--- config.mk ---
export PLATFORM = sky130hd
export DESIGN_NAME = fp_activation_stream
export DESIGN_NICKNAME = d
export VERILOG_FILES = /design/src/rtl/fp_activation_stream.sv
export SDC_FILE = /design/constraint.sdc
export NUM_CORES = 1
export LEC_CHECK = 0
export ABC_AREA = 0
export BUFFER_PORTS_ARGS = -buffer_cell sky130_fd_sc_hd__buf_4
export CORE_MARGIN = 2
export CORE_UTILIZATION = 64
export DETAILED_ROUTE_END_ITERATION = 6
export HOLD_SLACK_MARGIN = 0.08
export PLACE_DENSITY = 0.83
export SETUP_SLACK_MARGIN = 0.15
export SYNTH_ARGS = -nofsm -noshare
export SYNTH_HDL_FRONTEND = slang
export SYNTH_SLANG_ARGS = --single-unit
--- constraint.sdc ---
create_clock -name clk -period 14.08 [get_ports clk]
set_input_delay 1.408 -clock clk [delete_from_list [all_inputs] [get_ports clk]]
set_output_delay 1.408 -clock clk [all_outputs]
set_load 0.005 [all_outputs]
--- src/rtl/fp_activation_stream.sv ---
// fp_activation_stream
//
// Streaming activation stage. It registers each accepted beat and evaluates
// sigmoid, tanh or bypass according to the per-beat mode. Results are queued
// in a small FIFO so the consumer never sees a combinational activation path.
//
// Ports:
//   clk, rst_n              clock, asynchronous active-low reset
//   in_valid/in_ready       input handshake
//   in_data, in_mode        operand and function select
//                           (00 bypass, 01 sigmoid, 10 tanh, 11 bypass + error)
//   in_last                 last beat of a vector
//   out_valid/out_ready     output handshake on the FIFO head
//   out_data, out_last      result and its vector-end flag
//   elem_count              beats popped in the current vector (saturating)
//   vec_done                one-cycle pulse after the last beat of a vector pops
//   mode_err                sticky flag for accepted beats with mode 11
//
// Also contains the combinational floating_point_sigmoid/floating_point_tanh
// units. Both share fp_act_core, a piecewise-linear sigmoid evaluated in
// fixed point (16 fraction bits). Tanh uses tanh(x) = 2*sigmoid(2x) - 1.
// Denormal inputs are treated as zero. |x| >= 8 saturates.

module fp_act_core #(
    parameter int M    = 23,
    parameter int E    = 8,
    parameter bit TANH = 1'b0
) (
    input  logic         en,
    input  logic [E+M:0] x,
    output logic [E+M:0] y
);
    localparam int BIAS = (1 << (E - 1)) - 1;
    localparam int F    = 16;

    logic         sign;
    logic [E-1:0] expo;
    logic [M:0]   sig;
    logic [63:0]  tmp;
    logic [63:0]  tmp2;
    logic [18:0]  mag;
    logic [18:0]  sg;
    logic [18:0]  r;
    logic         rsign;
    int           ue;
    int           sh;
    int           p;
    int           exp_i;

    assign sign = x[E+M];
    assign expo = x[E+M-1:M];
    assign sig  = {1'b1, x[M-1:0]};

    // Convert to a Q3.16 magnitude, run the sigmoid segments, then renormalise.
    // Tanh doubles the operand by bumping the unbiased exponent.
    always_comb begin
        tmp   = '0;
        tmp2  = '0;
        mag   = '0;
        sg    = '0;
        r     = '0;
        rsign = 1'b0;
        ue    = 0;
        sh    = 0;
        p     = 0;
        exp_i = 0;
        y     = '0;

        if (expo != '0) begin
            ue = int'(expo) - BIAS + (TANH ? 1 : 0);
            if (ue >= 3) begin
                mag = '1;
            end else begin
                sh  = M - F - ue;
                tmp = 64'(sig);
                if (sh >= 0)
                    tmp = tmp >> sh;
                else
                    tmp = tmp << (-sh);
                mag = tmp[18:0];
            end
        end

        // Segments: slope 1/4, 1/8, 1/32, then flat at 1.0.
        if (mag >= 19'd327680)
            sg = 19'd65536;
        else if (mag >= 19'd155648)
            sg = (mag >> 5) + 19'd55296;
        else if (mag >= 19'd65536)
            sg = (mag >> 3) + 19'd40960;
        else
            sg = (mag >> 2) + 19'd32768;

        // sg is always at least 0.5, so the tanh form cannot go negative.
        if (TANH) begin
            r     = (sg << 1) - 19'd65536;
            rsign = sign;
        end else begin
            r     = sign ? (19'd65536 - sg) : sg;
            rsign = 1'b0;
        end

        for (int i = 0; i < 19; i++) begin
            if (r[i])
                p = i;
        end

        if (r != '0) begin
            exp_i = BIAS + p - F;
            tmp2  = 64'(r) << M;
            tmp2  = tmp2 >> p;
            y     = {rsign, exp_i[E-1:0], tmp2[M-1:0]};
        end else begin
            y = {rsign, {(E + M){1'b0}}};
        end

        if (!en)
            y = '0;
    end
endmodule

module floating_point_sigmoid #(
    parameter int M = 23,
    parameter int E = 8
) (
    input  logic         en,
    input  logic [E+M:0] x,
    output logic [E+M:0] y
);
    fp_act_core #(.M(M), .E(E), .TANH(1'b0)) u_core (.en(en), .x(x), .y(y));
endmodule

module floating_point_tanh #(
    parameter int M = 23,
    parameter int E = 8
) (
    input  logic         en,
    input  logic [E+M:0] x,
    output logic [E+M:0] y
);
    fp_act_core #(.M(M), .E(E), .TANH(1'b1)) u_core (.en(en), .x(x), .y(y));
endmodule

module fp_activation_stream #(
    parameter int DATA_WIDTH = 32,
    parameter int M          = 23,
    parameter int E          = 8,
    parameter int FIFO_DEPTH = 4
) (
    input  logic                  clk,
    input  logic                  rst_n,
    input  logic                  in_valid,
    output logic                  in_ready,
    input  logic [DATA_WIDTH-1:0] in_data,
    input  logic [1:0]            in_mode,
    input  logic                  in_last,
    output logic                  out_valid,
    input  logic                  out_ready,
    output logic [DATA_WIDTH-1:0] out_data,
    output logic                  out_last,
    output logic [15:0]           elem_count,
    output logic                  vec_done,
    output logic                  mode_err
);
    localparam int AW = $clog2(FIFO_DEPTH);

    logic                  s1_valid;
    logic [DATA_WIDTH-1:0] s1_data;
    logic [1:0]            s1_mode;
    logic                  s1_last;

    logic [DATA_WIDTH:0]   mem [FIFO_DEPTH];
    logic [AW-1:0]         wr_ptr;
    logic [AW-1:0]         rd_ptr;
    logic [AW:0]           fifo_count;

    logic                  accept;
    logic                  push;
    logic                  pop;
    logic                  sig_en;
    logic                  tanh_en;
    logic [DATA_WIDTH-1:0] sig_y;
    logic [DATA_WIDTH-1:0] tanh_y;
    logic [DATA_WIDTH-1:0] act_result;
    logic                  s1_is_nan;

    assign pop       = out_valid && out_ready;
    assign push      = s1_valid && ((fifo_count < (AW + 1)'(FIFO_DEPTH)) || pop);
    assign in_ready  = !s1_valid || push;
    assign accept    = in_valid && in_ready;
    assign out_valid = (fifo_count != '0);

    // Head is gated so the outputs read zero whenever the FIFO is empty.
    assign out_data  = out_valid ? mem[rd_ptr][DATA_WIDTH-1:0] : '0;
    assign out_last  = out_valid ? mem[rd_ptr][DATA_WIDTH] : 1'b0;

    assign sig_en    = (s1_mode == 2'b01);
    assign tanh_en   = (s1_mode == 2'b10);
    assign s1_is_nan = (s1_data[M+E-1:M] == '1) && (s1_data[M-1:0] != '0);

    floating_point_sigmoid #(.M(M), .E(E)) u_sigmoid (
        .en (sig_en),
        .x  (s1_data),
        .y  (sig_y)
    );

    floating_point_tanh #(.M(M), .E(E)) u_tanh (
        .en (tanh_en),
        .x  (s1_data),
        .y  (tanh_y)
    );

    // Select the activation. NaN operands of the real functions collapse to
    // the canonical quiet NaN. Bypass keeps the payload bits.
    always_comb begin
        act_result = s1_data;
        if (sig_en || tanh_en) begin
            if (s1_is_nan)
                act_result = {1'b0, {E{1'b1}}, 1'b1, {(M - 1){1'b0}}};
            else if (sig_en)
                act_result = sig_y;
            else
                act_result = tanh_y;
        end
    end

    // Stage 1 register: load on accept, otherwise empty out once pushed.
    always_ff @(posedge clk or negedge rst_n) begin
        if (!rst_n) begin
            s1_valid <= 1'b0;
            s1_data  <= '0;
            s1_mode  <= 2'b00;
            s1_last  <= 1'b0;
        end else if (accept) begin
            s1_valid <= 1'b1;
            s1_data  <= in_data;
            s1_mode  <= in_mode;
            s1_last  <= in_last;
        end else if (push) begin
            s1_valid <= 1'b0;
        end
    end

    // FIFO storage needs no reset because the head is gated by out_valid.
    always_ff @(posedge clk) begin
        if (push)
            mem[wr_ptr] <= {s1_last, act_result};
    end

    // Pointers wrap naturally because the depth is a power of two.
    always_ff @(posedge clk or negedge rst_n) begin
        if (!rst_n) begin
            wr_ptr     <= '0;
            rd_ptr     <= '0;
            fifo_count <= '0;
        end else begin
            if (push)
                wr_ptr <= wr_ptr + 1'b1;
            if (pop)
                rd_ptr <= rd_ptr + 1'b1;
            if (push && !pop)
                fifo_count <= fifo_count + 1'b1;
            else if (pop && !push)
                fifo_count <= fifo_count - 1'b1;
        end
    end

    // Vector tracking on the consumer side, plus the sticky illegal-mode flag.
    always_ff @(posedge clk or negedge rst_n) begin
        if (!rst_n) begin
            elem_count <= '0;
            vec_done   <= 1'b0;
            mode_err   <= 1'b0;
        end else begin
            vec_done <= pop && out_last;
            if (pop) begin
                if (out_last)
                    elem_count <= '0;
                else if (elem_count != 16'hFFFF)
                    elem_count <= elem_count + 16'd1;
            end
            if (accept && (in_mode == 2'b11))
                mode_err <= 1'b1;
        end
    end
endmodule
==> results.json, run 1 <==
{
  "setup_viol": 0,
  "synth.yosys.warnings": 0,
  "antenna_found_initial": 0,
  "mostFrequentLayoutCell": "nand2_1",
  "worst_path_largest_cell_delay_ns": 0.84,
  "grt_use_total": 0.415,
  "worst_ir_drop_vdd_mv": 0.152,
  "synthesis.nets": 2163,
  "post_route_cells_drive_above_1_share": 0.179,
  "clock_sink_count": 193,
  "routedWlPerCell_um": 26.3,
  "cellLeakagePower_uw": 0.00752,
  "max_freq_ghz": 0.0774,
  "initial_utilization": 0.652,
  "worstMarginPinSlew_ns": 1.15,
  "swShare": 0.537,
  "cts_post_setup_buffers_inserted": 0,
  "timing.final.hold_violations": 0,
  "timing.slew.headroom": 0.227,
  "core_um2": 28800,
  "route.detailed.drc": 0,
  "timing.critical_path.from_type": "register",
  "layout.cells.non_filler": 2459,
  "chipWidth_um": 175,
  "synth_cell_types": 129,
  "route.detailed.vias_per_inst": 7.46,
  "timing_max_transition_violations_final": 0,
  "drt-pass1-iter-count": 6,
  "detailroute.via_count": 18300,
  "clk_pin_slew_worst_paths_ns": 0.10,
  "synth_flop_cell": "edfxtp_1",
  "post_synth.cell_area_avg_um2": 9.06,
  "required_time_of_the_critical_path_ns": 14.27,
  "postSynthRegisterBits": 193,
  "gr-usage-met2": 0.662,
  "worstSetupEndpointType": "register",
  "wirelength_um": 64700,
  "post-place-cells": 2426,
  "setup_repair_after_global_routing_missed_its_margin": "false",
  "nNetsFinal": 2154,
  "insertedDiodeCount": 0,
  "power_report.internal_total_uw": 2480,
  "grt_start_max_net_pins": 82,
  "hold_class": "register to register",
  "outcome": "finished, final reports clean",
  "drt.antenna.violating_nets": 0,
  "grt_pass1_wl_um": 99100,
  "mostFrequentLayoutCells": "nand2_1 (169), nor2_1 (152), o21ai_0 (150)",
  "worst_setup_path_class": "register to register",
  "area_growth_pct": 6.81,
  "clkLatencyLatePin_ns": 0.47,
  "grt.busiest_layer": "met2",
  "synth_sequential_area_ratio": 0.293,
  "worstPathArrival_ns": 13.11,
  "postSynthCellCount": 2071,
  "library_cell_used_as_clock_root_buffer": "clkbuf_16",
  "worstPathMaxFanout": 21,
  "cellPowerDensity_nw_per_um2": 267,
  "cts-root-to-sink-buffers": 2,
  "synth-edff-count": 132,
  "first_global_vias": 17000,
  "gr-usage-met1": 0.550,
  "period_needed_ns": 12.92,
  "worst_path_most_repeated_cell": "ha_1",
  "gr-usage-met3": 0.0670,
  "chipHeight_um": 175,
  "fin_worst_skew_ns": 0.0214,
  "detail_route.iter0.violations": 2760,
  "setup_tns_ns": 0,
  "synth_async_sr_flop_share": 0.316,
  "row_count": 62,
  "num_io_pins": 92,
  "global_route.overflow_total": 0,
  "netlist_area_um2": 18800,
  "place_congestion": 1.03,
  "design.die.area_um2": 30700,
  "placement.io_buffers": 91,
  "clock_share_of_power": 0.094,
  "p_comb_frac": 0.725,
  "seq_power_share": 0.181,
  "p_sw_uw": 2870,
  "post_detail_place_hpwl_um": 46600,
  "final.period_utilization": 0.918,
  "clock_tree.htree_level_count": 4,
  "cts-buffers-inserted": 17,
  "maxCapViolCount": 0,
  "clock_tree_from_tritoncts": "built",
  "critical_path_cell_with_the_highest_stage_delay": "dfrtp_1"
}
flip-flops by register name, summed over array words and instances, names as in the netlist, 2 cells and up:
name,cells
mem,132
rd_ptr,2
s1_data,32
fifo_count,3
elem_count,16
wr_ptr,2
s1_mode,2
final cells by class:
type | instances | area, um2
Clock buffer | 17 | 425
Clock inverter | 15 | 176
Fill cell | 2198 | 8750
Inverter | 59 | 221
Multi-Input combinational cell | 1674 | 12400
Sequential cell | 193 | 5490
Tap cell | 384 | 480
Timing Repair Buffer | 117 | 878
synth_stat cells (all sizes together), types with 55 or more instances:
cell | n | area [um2]
a21oi | 98 | 498
and2 | 57 | 362
buf | 70 | 448
clkbuf | 76 | 285
dfrtp | 61 | 1530
edfxtp | 132 | 3960
inv | 55 | 206
mux2 | 78 | 878
mux2i | 110 | 1120
nand2 | 171 | 644
nand3 | 59 | 305
nor2 | 154 | 583
o21ai | 165 | 837
layer usage:
metal / up-vias / part of all wire
met5: - / 0
met4: 0 / 0.058
met3: 300 / 0.10
met2: 1358 / 0.46
met1: 8720 / 0.38
li1: 7958 / -
power by group through the flow:
| stage | combinational (uW) | clock, uW | sequential, uW |
|---|---|---|---|
| floorplan | 2750 | 0 | 880 |
| global placement | 3650 | 0 | 945 |
| global route | 4110 | 526 | 974 |
| CTS | 3740 | 504 | 956 |
| detailed placement | 3710 | 0 | 967 |
| finish | 3880 | 503 | 966 |
path summary, 6_finish.rpt:
path,startpoint,depth (start not counted),end,slack [ns]
worst max-delay path,s1_data[25]$_DFFE_PN0P_,37,mem[3][20]$_DFFE_PP_,1.16
worst min-delay path,mode_err$_DFFE_PN0P_,1,mode_err$_DFFE_PN0P_,0.47
worst max register to register,s1_data[25]$_DFFE_PN0P_,37,mem[3][20]$_DFFE_PP_,1.16
worst min register to register,mode_err$_DFFE_PN0P_,1,mode_err$_DFFE_PN0P_,0.47
max in group asynchronous,rst_n,1,s1_data[23]$_DFFE_PN0P_,12.37
min in group asynchronous,rst_n,1,elem_count[11]$_DFFE_PN0P_,1.06
critical path: cells and delay by family (launching register included):
family / cells / cell delay [ns]
compound gates: 15 / 4.93
simple gates: 11 / 3.18
fa+ha+maj: 4 / 1.29
buf+inv: 4 / 1.24
flops: 1 / 0.84
xor+xnor: 2 / 0.64
mux: 1 / 0.50
logic make-up (layout without fill, tap and decap cells):
kind of cell / count (synthesis) / count (layout) / share of synthesized area
xor gates and xnor gates: 65 / 65 / 0.0333
and+or+nand+nor: 703 / 703 / 0.195
muxes: 233 / 233 / 0.161
DFF: 193 / 193 / 0.293
buffers and inverters: 205 / 208 / 0.0509
AOI/OAI and AO/OA: 619 / 620 / 0.232
adders and majority gates: 53 / 53 / 0.0358
metrics by stage:
stage	util	power, uW	cell area [um2]	setup slack [ns]	hold slack, ns
after floorplan	-	3630	18800	3.86	0.460
after global placement	0.674	4600	19400	2.03	0.452
after detailed placement	0.674	4670	19400	1.40	0.465
after CTS	0.695	5200	20000	1.30	0.482
after global routing	0.696	5610	20000	0.223	0.498
final	0.696	5350	20000	1.16	0.473
what timing repair did:
item	in CTS	in global routing
hold buffers	0	0
setup endpoints to repair	0	44
gates resized for setup	0	1
Power figures use the tool's default switching activity.
==> inputs of run 2 (changes only) <==
CELL_PAD_IN_SITES_DETAIL_PLACEMENT = 1   (was unset)
CELL_PAD_IN_SITES_GLOBAL_PLACEMENT = 2   (was unset)
CORE_UTILIZATION = 40   (was 64)
PLACE_DENSITY = unset   (was 0.83)
PLACE_DENSITY_LB_ADDON = 0.1   (was unset)
==> run 2 against run 1 <==
Against the previous run:
- register-to-register slack improved by 0.11 ns
- non-clock buffer count increased by 10
- clock power increased by 2%
- worst hold slack improved by 0.0033 ns
- die area increased by 58%
- sequential power decreased by 2%
- critical path depth unchanged
- final area increased by 1.9%
- clock skew decreased by 0.0055 ns
- critical path type unchanged
==> results.json, run 2 (same netlist as run 1, synthesis figures left out) <==
{
  "first_global_vias": 17500,
  "place_congestion": 0.921,
  "setup_viol": 0,
  "timing.critical_path.from_type": "register",
  "worst_hold_path.num_cells": 1,
  "cts_hold_repair.buffers": 0,
  "worst_setup_path_class": "register to register",
  "final.period_utilization": 0.910,
  "insertedDiodeCount": 0,
  "placement.io_buffers": 91,
  "library_cell_used_as_clock_root_buffer": "clkbuf_16",
  "clk_pin_slew_worst_paths_ns": 0.09,
  "largestRegisters": "mem (132), s1_data (32), elem_count (16)",
  "hold_path.startpoint": "mode_err$_DFFE_PN0P_",
  "grt_use_total": 0.297,
  "antenna_found_initial": 1,
  "fin_worst_skew_ns": 0.0159,
  "worstPathArrival_ns": 13.17,
  "min_delay_worst_endpoint": "mode_err$_DFFE_PN0P_",
  "detail_route.iter0.violations": 1379,
  "cellPowerDensity_nw_per_um2": 266,
  "grt_pass1_wl_um": 109000,
  "outcome": "finished, final reports clean",
  "post_cts_resize_count": 0,
  "wirelength_um": 71700,
  "clock_tree_from_tritoncts": "built",
  "clkLatencyLatePin_ns": 0.50,
  "drt.antenna.violating_nets": 0,
  "timing_max_transition_violations_final": 0,
  "timing.slew.headroom": 0.203,
  "layout_setup_ws_ns": 1.27,
  "area_growth_pct": 8.81,
  "global_route.overflow_total": 0,
  "post_route_cells_drive_above_1_share": 0.182,
  "worstPathMaxFanout": 24,
  "fillers": 5376,
  "critical_path.startpoint": "s1_data[23]$_DFFE_PN0P_",
  "period_needed_ns": 12.81,
  "maxCapViolCount": 0,
  "placement.setup.worst_slack_ns": 1.52,
  "nNetsFinal": 2163,
  "max_freq_ghz": 0.0781,
  "clock_sink_count": 193,
  "core_um2": 46500,
  "route.detailed.vias_per_inst": 6.47,
  "hold_ws_ns": 0.476,
  "mostFrequentLayoutCells": "nand2_1 (169), nor2_1 (152), o21ai_0 (150)",
  "critical_path_cell_with_the_highest_stage_delay": "a221oi_1",
  "r2r_end": "mem[2][6]$_DFFE_PP_",
  "chipWidth_um": 221,
  "clock_tree.htree_level_count": 4,
  "routedWlPerCell_um": 26.6,
  "worstMarginPinSlew_ns": 1.17,
  "worst_r2r_path_depth": 37,
  "setup_repair_after_global_routing_missed_its_margin": "false",
  "post_detail_place_hpwl_um": 54600,
  "initial_utilization": 0.404,
  "setup_tns_ns": 0,
  "largest_register_ffs": 132,
  "worst_ir_drop_vdd_mv": 0.217,
  "timing.final.hold_violations": 0,
  "cellLeakagePower_uw": 0.00758,
  "cts-root-to-sink-buffers": 2,
  "design.die.area_um2": 48600,
  "crit-reg2reg-launch": "s1_data[23]$_DFFE_PN0P_",
  "cts-buffers-inserted": 17,
  "ff2ff_setup_slack_ns": 1.27,
  "drt-pass1-iter-count": 5,
  "grt_start_max_net_pins": 67,
  "worstSetupEndpointType": "register",
  "mostFrequentLayoutCell": "nand2_1",
  "route.detailed.drc": 0,
  "hold_class": "register to register",
  "final_util": 0.439,
  "required_time_of_the_critical_path_ns": 14.44,
  "row_count": 79,
  "num_io_pins": 92,
  "chipHeight_um": 221,
  "max_flop_register": "mem",
  "worst_path_most_repeated_cell": "ha_1",
  "worst_path_largest_cell_delay_ns": 0.92,
  "detailroute.via_count": 17400,
  "cts_post_setup_buffers_inserted": 0
}
==> run 2: cell types whose count changed in the layout (fill, tap and decap cells not counted), sizes merged <==
cell    change
buf        +10
a211oi      -1
==> run 2: per-layer routing <==
layer | GRT usage | vias to the layer above | wire, um
met2 | 0.497 | 496 | 34400
met4 | 0.0978 | 2 | 2190
met5 | 0 | - | 13
met1 | 0.397 | 8835 | 31900
li1 | - | 7963 | -
met3 | 0.0399 | 115 | 3210
==> run 2: power by group <==
part | internal [uW] | switching (uW)
logic | 1410 | 2550
registers | 829 | 120
clock network | 245 | 267
==> run 2: critical path, delay by kind of cell, from the launching register on <==
family	cells	cell delay, ns
XOR/XNOR	2	0.58
AND/OR/NAND/NOR	10	2.97
flip-flops	1	0.65
multiplexers	2	0.55
buffers and inverters	6	1.88
AO/OA/AOI/OAI	13	4.74
adder cells (fa/ha/maj)	4	1.29
==> run 2: worst max-delay path by stage <==
stage | endpoint
after floorplan | mem[0][21]$_DFFE_PP_
after global routing | mem[2][6]$_DFFE_PP_
after CTS | mem[0][6]$_DFFE_PP_
final | mem[2][6]$_DFFE_PP_
after detailed placement | mem[0][6]$_DFFE_PP_
after global placement | mem[0][6]$_DFFE_PP_
==> run 2: area by class of cell <==
class	count	area, um2	area share
Multi-Input combinational cell	1673	12400	0.605
Sequential cell	193	5490	0.269
Timing Repair Buffer	127	953	0.0467
Tap cell	607	759	0.0372
Clock buffer	17	425	0.0208
Inverter	59	221	0.0109
Clock inverter	15	199	0.00975
==> run 2: per-stage QoR <==
stage	power, uW	instance area (um2)	cells
global route	5790	20400	2691
detailed placement	4850	19800	2659
CTS	5390	20400	2691
floorplan	3630	18800	2071
global placement	4810	19800	2659
finish	5420	20400	2691
